$ cat config.mk
export PLATFORM = sky130hd
export DESIGN_NAME = uart_rx_cfg_flat
export DESIGN_NICKNAME = d
export VERILOG_FILES = /design/src/rtl/uart_pkg.sv /design/src/rtl/uart_rx_cfg_if.sv /design/src/rtl/uart_sync_fifo.sv /design/src/rtl/uart_rx_cfg.sv /design/src/flat_wrapper.sv
export SDC_FILE = /design/constraint.sdc
export NUM_CORES = 1
export LEC_CHECK = 0
export ABC_AREA = 1
export BUFFER_PORTS_ARGS = -buffer_cell sky130_fd_sc_hd__buf_2
export CAP_MARGIN = 20
export CORE_ASPECT_RATIO = 1.75
export CORE_MARGIN = 5
export CORE_UTILIZATION = 50
export DETAILED_ROUTE_END_ITERATION = 8
export PLACE_DENSITY = 0.74
export SLEW_MARGIN = 5
export SYNTH_ARGS = -nofsm -noshare
export SYNTH_HDL_FRONTEND = slang
export SYNTH_SLANG_ARGS = --single-unit
$ cat constraint.sdc
create_clock -name clock -period 1.76 [get_ports clock]
set_clock_uncertainty 0.2 [all_clocks]
set_input_delay 0.352 -clock clock [delete_from_list [all_inputs] [get_ports clock]]
set_output_delay 0.352 -clock clock [all_outputs]
set_load 0.05 [all_outputs]
$ cat src/rtl/uart_pkg.sv
// Shared types for the UART receive path (and later the transmit path).
//   parity_mode_e : encoding of the PARITY_MODE parameter
//   rx_state_e    : receiver FSM states
//   rx_frame_t    : one received frame as stored in the receive FIFO
//   majority3     : 2-of-3 vote used for per-bit sample filtering
package uart_pkg;

    // Frame storage is sized for the widest legal word; narrower
    // configurations leave the upper data bits at zero.
    localparam int MAX_BYTESIZES = 9;

    typedef enum logic [1:0] {
        PAR_NONE = 2'd0,
        PAR_EVEN = 2'd1,
        PAR_ODD  = 2'd2
    } parity_mode_e;

    typedef enum logic [2:0] {
        IDLE,
        START,
        DATA,
        PARITY,
        STOP,
        BREAK_WAIT
    } rx_state_e;

    typedef struct packed {
        logic [MAX_BYTESIZES-1:0] data;
        logic                     parity_err;
        logic                     frame_err;
    } rx_frame_t;

    function automatic logic majority3(input logic a, input logic b, input logic c);
        return (a & b) | (a & c) | (b & c);
    endfunction

endpackage

$ cat src/rtl/uart_rx_cfg_if.sv
// System-side handshake of the UART receiver.
//   master : the receiver (drives valid/data/errors/overrun, reads ready)
//   slave  : the consumer
interface uart_rx_cfg_if #(
    parameter int BYTESIZES = 8
) ();
    logic                 ready_rx_in;
    logic                 valid_rx_out;
    logic [BYTESIZES-1:0] data_rx_out;
    logic                 parity_err_out;
    logic                 frame_err_out;
    logic                 overrun_out;

    modport master (
        input  ready_rx_in,
        output valid_rx_out, data_rx_out, parity_err_out, frame_err_out, overrun_out
    );

    modport slave (
        output ready_rx_in,
        input  valid_rx_out, data_rx_out, parity_err_out, frame_err_out, overrun_out
    );
endinterface

$ cat src/rtl/uart_sync_fifo.sv
// Single-clock FIFO with the head exposed combinationally from registers.
//   push_i/din_i : write (ignored when full unless a pop happens the same cycle)
//   pop_i        : remove head (ignored when empty)
//   full_o/empty_o, head_o : status and current head entry
module uart_sync_fifo #(
    parameter int WIDTH = 11,
    parameter int DEPTH = 4
) (
    input  logic             clk,
    input  logic             rst_n,
    input  logic             push_i,
    input  logic [WIDTH-1:0] din_i,
    input  logic             pop_i,
    output logic             full_o,
    output logic             empty_o,
    output logic [WIDTH-1:0] head_o
);
    localparam int AW = (DEPTH > 1) ? $clog2(DEPTH) : 1;

    if (DEPTH < 2 || (DEPTH & (DEPTH - 1)) != 0) begin : g_bad_depth
        $error("uart_sync_fifo: DEPTH must be a power of 2 and >= 2");
    end

    // Pointers carry one extra wrap bit to tell full from empty.
    logic [AW:0]      wr_q, rd_q;
    logic [WIDTH-1:0] mem_q [DEPTH];
    logic             do_push, do_pop;

    assign empty_o = (wr_q == rd_q);
    assign full_o  = (wr_q[AW] != rd_q[AW]) && (wr_q[AW-1:0] == rd_q[AW-1:0]);
    assign do_pop  = pop_i && !empty_o;
    assign do_push = push_i && (!full_o || do_pop);
    assign head_o  = mem_q[rd_q[AW-1:0]];

    always_ff @(posedge clk or negedge rst_n) begin
        if (!rst_n) begin
            wr_q <= '0;
            rd_q <= '0;
            for (int i = 0; i < DEPTH; i++) mem_q[i] <= '0;
        end else begin
            if (do_push) begin
                mem_q[wr_q[AW-1:0]] <= din_i;
                wr_q <= wr_q + (AW+1)'(1);
            end
            if (do_pop) rd_q <= rd_q + (AW+1)'(1);
        end
    end
endmodule

$ cat src/rtl/uart_rx_cfg.sv
// Configurable UART receiver: 2-flop input synchroniser, oversampled bit
// timing with 3-sample majority vote, optional parity, 1/2 stop bits,
// and a receive FIFO with valid/ready output and overrun pulse.
//   clock, nreset : system clock, async active-low reset
//   sdata_rx_in   : serial line (idle high, asynchronous)
//   rx_if         : consumer handshake (valid/ready, data, error flags, overrun)
module uart_rx_cfg
    import uart_pkg::*;
#(
    parameter int BYTESIZES           = 8,
    parameter int OVERSAMPLING        = 16,
    parameter int BAUDRATE            = 9600,
    parameter int COUNTER_CLOCK_INPUT = 50_000_000,
    parameter int PARITY_MODE         = 0,
    parameter int STOP_BITS           = 1,
    parameter int FIFO_DEPTH          = 4
) (
    input  logic          clock,
    input  logic          nreset,
    input  logic          sdata_rx_in,
    uart_rx_cfg_if.master rx_if
);
    localparam int DIV = COUNTER_CLOCK_INPUT / (BAUDRATE * OVERSAMPLING);
    localparam int TW  = (DIV > 1) ? $clog2(DIV) : 1;
    localparam int SW  = $clog2(OVERSAMPLING);
    localparam int BW  = $clog2(BYTESIZES + 1);
    localparam int M   = OVERSAMPLING / 2;
    localparam parity_mode_e PMODE = parity_mode_e'(PARITY_MODE[1:0]);

    if (DIV < 1 || BYTESIZES < 5 || BYTESIZES > MAX_BYTESIZES || OVERSAMPLING < 4 ||
        (OVERSAMPLING % 2) != 0 || PARITY_MODE < 0 || PARITY_MODE > 2 ||
        STOP_BITS < 1 || STOP_BITS > 2) begin : g_bad_cfg
        $error("uart_rx_cfg: illegal parameter combination");
    end

    logic                 rx_meta_q, rxs_q;
    rx_state_e            state_q;
    logic [TW-1:0]        tick_cnt_q;
    logic [SW-1:0]        samp_q;
    logic [1:0]           smp_q;       // [1]: sample M-1, [0]: sample M
    logic [BYTESIZES-1:0] shift_q;
    logic [BW-1:0]        bit_cnt_q;
    logic                 stop_cnt_q;
    logic                 par_err_q, frm_err_q;
    logic                 overrun_q;
    logic [BYTESIZES-1:0] hold_q;

    logic      tick, dec_en, bit_val, exp_par, last_stop;
    logic      push_w, pop_w, fifo_full, fifo_empty;
    rx_frame_t push_frame, head_frame;

    assign tick      = (tick_cnt_q == TW'(DIV - 1));
    // The bit is decided on the third vote sample, using the live value.
    assign dec_en    = tick && (samp_q == SW'(M + 1));
    assign bit_val   = majority3(smp_q[1], smp_q[0], rxs_q);
    assign exp_par   = (PMODE == PAR_ODD) ? ~(^shift_q) : ^shift_q;
    assign last_stop = (stop_cnt_q == 1'(STOP_BITS - 1));
    assign push_w    = (state_q == STOP) && dec_en && last_stop;
    assign pop_w     = rx_if.valid_rx_out && rx_if.ready_rx_in;

    always_comb begin
        push_frame                      = '0;
        push_frame.data[BYTESIZES-1:0]  = shift_q;
        push_frame.parity_err           = par_err_q;
        push_frame.frame_err            = frm_err_q | ~bit_val;
    end

    always_ff @(posedge clock or negedge nreset) begin
        if (!nreset) begin
            rx_meta_q  <= 1'b1;
            rxs_q      <= 1'b1;
            state_q    <= IDLE;
            tick_cnt_q <= '0;
            samp_q     <= '0;
            smp_q      <= '0;
            shift_q    <= '0;
            bit_cnt_q  <= '0;
            stop_cnt_q <= 1'b0;
            par_err_q  <= 1'b0;
            frm_err_q  <= 1'b0;
        end else begin
            rx_meta_q <= sdata_rx_in;
            rxs_q     <= rx_meta_q;
            if (state_q == IDLE) begin
                // Timing restarts from the first low sample of the start bit.
                tick_cnt_q <= '0;
                samp_q     <= '0;
                if (!rxs_q) begin
                    state_q    <= START;
                    bit_cnt_q  <= '0;
                    stop_cnt_q <= 1'b0;
                    par_err_q  <= 1'b0;
                    frm_err_q  <= 1'b0;
                end
            end else begin
                tick_cnt_q <= tick ? '0 : tick_cnt_q + TW'(1);
                if (tick) begin
                    samp_q <= (samp_q == SW'(OVERSAMPLING - 1)) ? '0 : samp_q + SW'(1);
                    if (samp_q == SW'(M - 1)) smp_q[1] <= rxs_q;
                    if (samp_q == SW'(M))     smp_q[0] <= rxs_q;
                end
                if (dec_en) begin
                    case (state_q)
                        START: state_q <= bit_val ? IDLE : DATA;
                        DATA: begin
                            shift_q   <= {bit_val, shift_q[BYTESIZES-1:1]};
                            bit_cnt_q <= bit_cnt_q + BW'(1);
                            if (bit_cnt_q == BW'(BYTESIZES - 1))
                                state_q <= (PMODE != PAR_NONE) ? PARITY : STOP;
                        end
                        PARITY: begin
                            if (bit_val != exp_par) par_err_q <= 1'b1;
                            state_q <= STOP;
                        end
                        STOP: begin
                            if (!bit_val) frm_err_q <= 1'b1;
                            if (last_stop) state_q <= bit_val ? IDLE : BREAK_WAIT;
                            else           stop_cnt_q <= 1'b1;
                        end
                        default: ;
                    endcase
                end
                // A held-low line must go high before another start is accepted.
                if (state_q == BREAK_WAIT && rxs_q) state_q <= IDLE;
            end
        end
    end

    uart_sync_fifo #(
        .WIDTH ($bits(rx_frame_t)),
        .DEPTH (FIFO_DEPTH)
    ) u_fifo (
        .clk     (clock),
        .rst_n   (nreset),
        .push_i  (push_w),
        .din_i   (push_frame),
        .pop_i   (pop_w),
        .full_o  (fifo_full),
        .empty_o (fifo_empty),
        .head_o  (head_frame)
    );

    // hold_q keeps the last delivered word visible once the FIFO drains.
    always_ff @(posedge clock or negedge nreset) begin
        if (!nreset) begin
            overrun_q <= 1'b0;
            hold_q    <= '0;
        end else begin
            overrun_q <= push_w && fifo_full && !pop_w;
            if (pop_w) hold_q <= head_frame.data[BYTESIZES-1:0];
        end
    end

    assign rx_if.valid_rx_out   = !fifo_empty;
    assign rx_if.data_rx_out    = fifo_empty ? hold_q : head_frame.data[BYTESIZES-1:0];
    assign rx_if.parity_err_out = head_frame.parity_err;
    assign rx_if.frame_err_out  = head_frame.frame_err;
    assign rx_if.overrun_out    = overrun_q;
endmodule

$ cat src/flat_wrapper.sv
// flat-port wrapper written by rule: the top's interface ports become plain ports
module uart_rx_cfg_flat import uart_pkg::*;
#(
    parameter int BYTESIZES           = 8,
    parameter int OVERSAMPLING        = 16,
    parameter int BAUDRATE            = 9600,
    parameter int COUNTER_CLOCK_INPUT = 50_000_000,
    parameter int PARITY_MODE         = 0,
    parameter int STOP_BITS           = 1,
    parameter int FIFO_DEPTH          = 4
)
  (clock, nreset, sdata_rx_in, rx_if_ready_rx_in, rx_if_valid_rx_out, rx_if_data_rx_out, rx_if_parity_err_out, rx_if_frame_err_out, rx_if_overrun_out);
  uart_rx_cfg_if #(.BYTESIZES(BYTESIZES)) rx_if_i ();
  input  logic clock;
  input  logic nreset;
  input  logic sdata_rx_in;
  input wire logic [$bits(rx_if_i.ready_rx_in)-1:0] rx_if_ready_rx_in;
  output wire logic [$bits(rx_if_i.valid_rx_out)-1:0] rx_if_valid_rx_out;
  output wire logic [$bits(rx_if_i.data_rx_out)-1:0] rx_if_data_rx_out;
  output wire logic [$bits(rx_if_i.parity_err_out)-1:0] rx_if_parity_err_out;
  output wire logic [$bits(rx_if_i.frame_err_out)-1:0] rx_if_frame_err_out;
  output wire logic [$bits(rx_if_i.overrun_out)-1:0] rx_if_overrun_out;
  assign rx_if_i.ready_rx_in = rx_if_ready_rx_in;
  assign rx_if_valid_rx_out = rx_if_i.valid_rx_out;
  assign rx_if_data_rx_out = rx_if_i.data_rx_out;
  assign rx_if_parity_err_out = rx_if_i.parity_err_out;
  assign rx_if_frame_err_out = rx_if_i.frame_err_out;
  assign rx_if_overrun_out = rx_if_i.overrun_out;
  uart_rx_cfg #(.BYTESIZES(BYTESIZES), .OVERSAMPLING(OVERSAMPLING), .BAUDRATE(BAUDRATE), .COUNTER_CLOCK_INPUT(COUNTER_CLOCK_INPUT), .PARITY_MODE(PARITY_MODE), .STOP_BITS(STOP_BITS), .FIFO_DEPTH(FIFO_DEPTH)) u_core (.clock(clock), .nreset(nreset), .sdata_rx_in(sdata_rx_in), .rx_if(rx_if_i));
endmodule
==> metrics <==
final core utilization 0.7469; reg2reg setup slack -0.25 ns; clock slew at reported path FFs around 0.070 ns; setup ws final -0.5866 ns; CP arrival 1.79 ns; sequential share of the synthesized area 0.4829; Period minus WS final 2.347 ns; max_cap viols 0; antenna violations before repair 0; part of the power in combinational logic 0.496; vias post-DR 4674; total gr overflow 0; CP Cell Sequence buf_6 -> inv_8 -> buf_8 -> o21ai_0 -> o22ai_2 -> nand2_4 -> o21ai_4 -> buf_6; Mapped Avg Cell Area 8.086 sq um; hold path depth 0; CTS tree yes; gp weighted congestion 0.8557; syn_nets 586; DRT Pass-1 Iters 5; Rel. slew slack 0.6800; final worst-path cycle share 1.333; Hold EP u_core.rxs_q$_DFF_PN1_; worst reg2reg path depth 11; Req. time, crit path 1.21 ns; critical path startpoint category flip-flop; Final Max Tran Viols 0; HP Class flip-flop to flip-flop; die area around 0.011 sq mm; num rows 46; status finished, violations left; TritonCTS buffer count 9; Fin. Hold Viols 0; CTS root buf clkbuf_16; R2R Path Start u_core.tick_cnt_q[1]$_DFF_PN0_; Ys Warns 0; clk sinks 89; most frequent cells in the layout nand2_1 (119), dfrtp_1 (85), nand2_2 (54); diode count 0; Synth Instances approximately 570; area of the multi-input gates 0.002673 sq mm; CP Max Fanout 7; total power 8.342 mW; Sw Ratio 0.4022; port bufs 15; Seq cells post-synth 89; drt drc 0; worst-skew pair later-pin latency 0.36 ns; Worst path max stage delay 0.44 ns; Starting Density 0.5109; Boundary Pins 16; initial drt markers 605; Crit Reg-Reg Endpoint u_core.u_fifo.mem_q[38]$_DFFE_PN0P_; gr usage total 0.2714; leakage power between 3 and 4 nW; area grow syn2layout 46.18%; total wire length 15540 um; most common cell after layout, fill and taps aside nand2_1; die width between 80 and 90 um; # H-tree levels 3; routed length per placed instance 19.87 um; synthesized cell area between 0.004 and 0.005 sq mm; kind of critical path flip-flop to primary output; Sequential cell area ~0.0022 sq mm; maximum VDD drop 1.061 mV; Core Area 0.009036 sq mm; internal cell power between 4 and 5 mW; design area 0.006749 sq mm; Die Y 137.1 um; vias in the first global route ~4800; Most common cell on crit path buf_6; Slew @ Worst Pin between 0.4 and 0.5 ns; Layout Nets between 600 and 700; first-pass GRT wire length 22960 um; fraction of layout cells with a size suffix above 1 0.3776; Routed Antenna Nets 0; placed cell area 0.005300 sq mm; crit path max-delay cell type dfrtp_2; DPL Wire Length ~8000 um; Psw 3.356 mW; PwrDens 1236 mW/mm^2; CP Capture Type primary output; HP Start u_core.rx_meta_q$_DFF_PN1_; Clock Path Buffers 2; sequential power share 0.267; RSZ-0062 raised after global routing true; largest net degree at the start of global routing 37; failing checks negative setup slack; clock network power share 0.237; Fill cells 573; # setup viols final 88; FMAX 0.4261 GHz; Avg Vias per Cell 5.977; Synth cell types 32
==> registers in the layout, indices dropped and copies added (netlist names) <==
register                  flops
u_core.bit_cnt_q              4
u_core.frm_err_q              1
u_core.hold_q                 8
u_core.par_err_q              1
u_core.rx_if.overrun_out      1
u_core.rx_meta_q              1
u_core.rxs_q                  1
u_core.samp_q                 4
u_core.shift_q                8
u_core.smp_q                  2
u_core.state_q                3
u_core.tick_cnt_q             9
u_core.u_fifo.mem_q          40
u_core.u_fifo.rd_q            3
u_core.u_fifo.wr_q            3
==> Yosys cell counts, drive strengths merged <==
master  count  area share
a21o        1      0.0016
a21oi       8      0.0095
buf        13       0.024
clkbuf     17       0.014
dfrtp      87        0.47
dfstp       2       0.011
ha         11       0.030
inv        45       0.037
nand2     183        0.15
nand3      20       0.033
nand4      50       0.069
nor2       49       0.043
nor3        8      0.0087
nor3b       1      0.0016
o21ai      52       0.056
o22ai      11       0.015
o31ai       1      0.0016
or2         1      0.0014
xnor2       5      0.0095
xor2        6       0.011
==> power by group through the flow <==
| stage | clock, mW | sequential, mW | combinational, mW |
|---|---|---|---|
| CTS | 1.98 | 2.21 | 3.60 |
| floorplan | 0 | 2.23 | 1.98 |
| global placement | 0 | 2.24 | 2.59 |
| global route | 2.07 | 2.24 | 4.32 |
| finish | 1.98 | 2.23 | 4.14 |
| detailed placement | 0 | 2.25 | 2.65 |
==> stage by stage <==
| step | setup WS (ns) | std cells | TNS (ns) | hold slack [ns] |
|---|---|---|---|---|
| floorplan | -0.2107 | 571 | -2.608 | -0.1436 |
| global placement | -0.1712 | 731 | -2.891 | 0.09128 |
| detailed placement | -0.2167 | 731 | -4.919 | 0.09273 |
| CTS | -0.4924 | 776 | -14.41 | 0.1565 |
| global route | -0.6414 | 782 | -24.59 | 0.1661 |
| finish | -0.5866 | 782 | -18.70 | 0.1563 |
==> cell families (layout without fill, tap and decap cells) <==
kind of cell | count (synthesis) | count (layout) | synth area share
xor+xnor | 11 | 11 | 0.02087
fa+ha+maj | 11 | 11 | 0.02981
compound gates | 73 | 73 | 0.08401
flops | 89 | 89 | 0.4829
buf+inv | 75 | 162 | 0.07507
simple gates | 312 | 316 | 0.3073
==> routing by layer <==
layer,global-route usage,part of all wire
met1,0.2628,0.32
met5,0,0
met3,0.03491,0.050
met4,0.2118,0.075
met2,0.4942,0.56
==> how the worst max path moves through the flow <==
stage,cells after the start,start,slack (ns),to
2_1_floorplan,5,u_core.u_fifo.rd_q[0]$_DFFE_PN0P_,-0.21,rx_if_data_rx_out[0]
3_3_place_gp,7,u_core.u_fifo.rd_q[0]$_DFFE_PN0P_,-0.17,rx_if_data_rx_out[4]
3_5_place_dp,6,u_core.u_fifo.rd_q[0]$_DFFE_PN0P_,-0.22,rx_if_data_rx_out[4]
4_1_cts,6,u_core.u_fifo.rd_q[0]$_DFFE_PN0P_,-0.49,rx_if_data_rx_out[4]
5_1_grt,8,u_core.u_fifo.rd_q[0]$_DFFE_PN0P_,-0.64,rx_if_data_rx_out[7]
6_report,8,u_core.u_fifo.rd_q[0]$_DFFE_PN0P_,-0.59,rx_if_data_rx_out[7]
==> timing repair <==
item / in CTS / in global routing
pin swaps: 29 / 38
setup endpoints to repair: 63 / 89
cloned: 13 / 2
hold buffers: 2 / 0
buffers inserted: 15 / 10
endpoints found under the hold margin: 21 / 0
resized for setup: 119 / 126
==> layout make-up <==
class	count	area share
Multi-Input combinational cell	411	0.3960
Sequential cell	89	0.3307
Timing Repair Buffer	100	0.1758
Clock buffer	9	0.03337
Inverter	45	0.02874
Tap cell	120	0.02225
Clock inverter	7	0.01149
Timing Repair inverter	1	0.001669
==> critical path: cells and delay by family, from the launching register on <==
| family | cells | cell delay [ns] |
|---|---|---|
| buffers and inverters | 4 | 0.52 |
| DFF | 1 | 0.44 |
| AOI/OAI and AO/OA | 3 | 0.39 |
| and+or+nand+nor | 1 | 0.09 |
No activity file was read; power rests on OpenSTA's default activity.
